$ cat src/rtl/input_conditioner_pkg.sv
// input_conditioner_pkg: default parameter values shared with the input/output port modules
package input_conditioner_pkg;
  localparam int IN_SIZE_DEF = 2;
  localparam int DEB_CNT_DEF = 4;
  localparam int CNT_W_DEF = 8;
endpackage

$ cat src/rtl/input_conditioner_sync_2ff.sv
// sync_2ff: two-flop synchronizer for asynchronous pin levels
module sync_2ff #(
  parameter int W = 1
) (
  input  logic         clk,
  input  logic         rst,
  input  logic [W-1:0] i_d,
  output logic [W-1:0] o_q
);
  logic [W-1:0] r_s1, r_s2;
  always_ff @(posedge clk) begin
    if (rst) begin
      r_s1 <= '0;
      r_s2 <= '0;
    end else begin
      r_s1 <= i_d;
      r_s2 <= r_s1;
    end
  end
  assign o_q = r_s2;
endmodule

$ cat src/rtl/input_conditioner.sv
// input_conditioner: synchronizes and debounces switch inputs, flags newly accepted values
module input_conditioner
  import input_conditioner_pkg::*;
#(
  parameter int InSize = IN_SIZE_DEF,
  parameter int DebCnt = DEB_CNT_DEF,
  parameter int CntW = CNT_W_DEF
) (
  input  logic              CLK,
  input  logic              RST,
  input  logic [InSize-1:0] SW_IN,
  input  logic              RD,
  output logic [InSize-1:0] INPUT,
  output logic              IN_VALID,
  output logic              IN_CHANGE
);
  logic [InSize-1:0] w_sync, r_cand, r_input;
  logic [CntW-1:0]   r_cnt;
  logic              r_valid, r_change;
  sync_2ff #(.W(InSize)) u_sync (
    .clk(CLK),
    .rst(RST),
    .i_d(SW_IN),
    .o_q(w_sync)
  );
  // acceptance happens only once the counter has saturated on a stable candidate
  always_ff @(posedge CLK) begin
    if (RST) begin
      r_cand   <= '0;
      r_cnt    <= '0;
      r_input  <= '0;
      r_valid  <= 1'b0;
      r_change <= 1'b0;
    end else begin
      r_change <= 1'b0;
      if (RD) r_valid <= 1'b0;
      if (w_sync != r_cand) begin
        r_cand <= w_sync;
        r_cnt  <= '0;
      end else if (r_cnt < CntW'(DebCnt - 1)) begin
        r_cnt <= r_cnt + 1'b1;
      end else if (r_cand != r_input) begin
        r_input  <= r_cand;
        r_change <= 1'b1;
        r_valid  <= 1'b1;
      end
    end
  end
  assign INPUT     = r_input;
  assign IN_VALID  = r_valid;
  assign IN_CHANGE = r_change;
endmodule

$ cat config.mk
export PLATFORM = sky130hd
export DESIGN_NAME = input_conditioner
export DESIGN_NICKNAME = d
export VERILOG_FILES = /design/src/rtl/input_conditioner_pkg.sv /design/src/rtl/input_conditioner_sync_2ff.sv /design/src/rtl/input_conditioner.sv
export SDC_FILE = /design/constraint.sdc
export NUM_CORES = 1
export LEC_CHECK = 0
export BUFFER_PORTS_ARGS = -buffer_cell sky130_fd_sc_hd__buf_2
export CAP_MARGIN = 20
export CORE_MARGIN = 5
export CORE_UTILIZATION = 44
export CTS_CLUSTER_DIAMETER = 120
export DETAILED_ROUTE_END_ITERATION = 10
export PLACE_DENSITY = 0.7
export SKIP_CTS_REPAIR_TIMING = 1
export SYNTH_ARGS = -nofsm -noshare
export SYNTH_HDL_FRONTEND = slang
export SYNTH_HIERARCHICAL = 1
export SYNTH_SLANG_ARGS = --single-unit
$ cat constraint.sdc
create_clock -name CLK -period 4.1 [get_ports CLK]
set_clock_uncertainty 0.1 [all_clocks]
set_input_delay 0.205 -clock CLK [delete_from_list [all_inputs] [get_ports CLK]]
set_output_delay 0.205 -clock CLK [all_outputs]
set_load 0.05 [all_outputs]
==> metrics.yaml <==
outcome: "completed"
fin_crit_ns: 1.44
grt_max_degree: 14
crit_type: "reg2reg"
maxSlewHeadroom_pct: 60.6
n_antenna_cell: 0
cts.sinks: 18
synth_edf_count: 0
max-clock-path-buffers: 2
power_w: 0.000306
irDropWorstVdd_v: 0.000209
syn-num-nets: 61
synthCells: 55
swShare_pct: 20.8
row_count: 13
ant_nets: 0
worstPathRequired_ns: 4.19
yosysWarnings: 6
gp_congestion: 0.714
fin_util_pct: 54.7
grt_overflow: 0
final_design_area_no_fill_um2: 721
synthFlopType: "dfxtp_1"
yosys.area.top_type: "dfxtp_1"
post-route-worst-setup-slack_ns: 2.66
endpoint_kind: "flip-flop"
dr.pass1.iters: 1
die-area_mm2: 0.00228
antenna_found_initial: 0
drt-total-wl_um: 862
setup_tns_ns: 0
tightest_slew_ns: 0.587
ys_async_sr_fraction_pct: 0
htreeDepth: 1
io-pin-count: 9
grt_pass1_vias: 365
start_kind: "flip-flop"
leakage_nw: 0.309
synth-seq-cells: 18
holdCritPathClass: "in2reg"
routed_via_density: 4.82
post_drt_wl_per_cell_um: 10.5
power_density_mw_per_mm2: 425
comb_power_share_pct: 5.7
start_util_pct: 47.5
first_iter_violations: 0
cp.arrival_ns: 1.53
cts_tree: "built"
track_usage_pct: 9.76
internal_power_w: 0.000242
fp.dieW_um: 47.7
placed_area_um2: 684
port_buffers: 8
finalHoldViolCount: 0
hpwl_um: 615
p_sw_w: 0.0000637
areaGrowthSynthToFinish_pct: 15.2
setup_viol: 0
ys_seq_area_share_pct: 57.6
dieHeight_um: 47.7
nets: 74
dpl_worst_slack_ns: 2.67
grt_pass1_wl_um: 1500
slew_violations: 0
fin_crit_sh_pct: 35.2
cp_max_fo: 6
ctsRootBufferMaster: "clkbuf_4"
core_area_mm2: 0.00132
reg2reg_slack_ns: 2.66
synth.cell_area_um2: 626
ys_top_cells_by_count: "18 x dfxtp_1, 7 x nor2b_1, 6 x and2_1"
clockPowerShare_pct: 34.7
synth_cell_type_count: 19
clk_latency_ns: 0.29
yosysMostFrequentCell: "dfxtp_1"
yosysTopAreaCellShare_pct: 57.6
path_clk_slew_ns: 0.10
vias: 395
drive_above_1_share_pct: 25.4
seqPwrFrac_pct: 59.6
numCtsBuffers: 3
synthTopCellsByArea: "dfxtp_1 58%, nor2b_1 7.0%, and2_1 6.0%, xnor2_1 4.2%, nand4b_1 2.8%"
drc: 0
syn_area_per_cell_um2: 11.4
max-cap-violations: 0
fmax_ghz: 0.693
rsz0062_at_grt: "false"
## worst max-delay path: stages (launching register included)
cell     delay [ns]
dfxtp_1        0.34
ha_1           0.21
nor4_2         0.16
nand2_2        0.15
and3_4         0.17
or2_1          0.21
## worst paths after layout
check                 start        endpoint  depth (start not counted)
max                r_cnt[0]        IN_VALID                          5
min                SW_IN[0]  u_sync/r_s1[0]                          2
max reg2reg        r_cnt[0]        IN_VALID                          5
min reg2reg  u_sync/r_s1[0]   u_sync/o_q[0]                          1
## logic make-up (layout without fill, tap and decap cells)
logic type	count (synthesis)	in the layout	synth area share [%]
adder cells (fa/ha/maj)	1	1	2.00
AO/OA/AOI/OAI	3	3	2.40
XOR/XNOR	5	5	7.00
flip-flops	18	18	57.6
AND/OR/NAND/NOR	27	27	29.4
multiplexers	1	1	1.60
buffers and inverters	0	12	0
## cell type report
cell class	count	area, um2
fillers	115	597
flip-flops and latches	18	360
multi-input cells	37	265
repair buffers	8	40.0
clock buffers	4	36.3
well taps	15	18.8
## per-stage QoR
stage	hold slack (ns)	instances
finish	0.0237	82
floorplan	0.177	55
global placement	0.312	78
global route	0.0432	82
CTS	0.0115	82
detailed placement	0.323	78
## registers in the layout, indices dropped and copies added, names as in the netlist
register	cells
INPUT	2
IN_CHANGE	1
IN_VALID	1
r_cand	2
r_cnt	8
u_sync/o_q	2
u_sync/r_s1	2
## placed cells by master (no fill, tap or decap)
cell / synthesis / routed
buf_2: 0 / 8
nor3b_1: 1 / 1
or2_1: 1 / 1
and3_4: 1 / 1
nand2b_1: 2 / 2
nand4b_1: 2 / 2
nor4_2: 1 / 1
and2_2: 2 / 2
nor2b_1: 7 / 7
ha_1: 1 / 1
clkbuf_8: 0 / 1
and2_1: 6 / 6
nor3_1: 2 / 2
a21oi_1: 1 / 1
xor2_1: 2 / 2
o21ai_0: 2 / 2
mux2i_1: 1 / 1
nand2_2: 1 / 1
dfxtp_1: 18 / 18
nor2_1: 1 / 1
clkbuf_4: 0 / 3
xnor2_1: 3 / 3
## power by group through the flow
stage | registers, W | clock network (W) | logic [W]
5_1_grt | 0.000183 | 0.000118 | 0.0000195
2_1_floorplan | 0.000186 | 0 | 0.0000120
6_report | 0.000182 | 0.000106 | 0.0000175
3_5_place_dp | 0.000186 | 0 | 0.0000179
4_1_cts | 0.000182 | 0.000111 | 0.0000178
3_3_place_gp | 0.000186 | 0 | 0.0000173
## per-layer routing
| metal | GRT usage [%] | wire, um |
|---|---|---|
| met1 | 12.5 | 440 |
| met2 | 12.9 | 362 |
| met3 | 3.38 | 60 |
| met4 | 8.06 | 0 |
| met5 | 0 | 0 |
(Power assumes the default switching activity.)
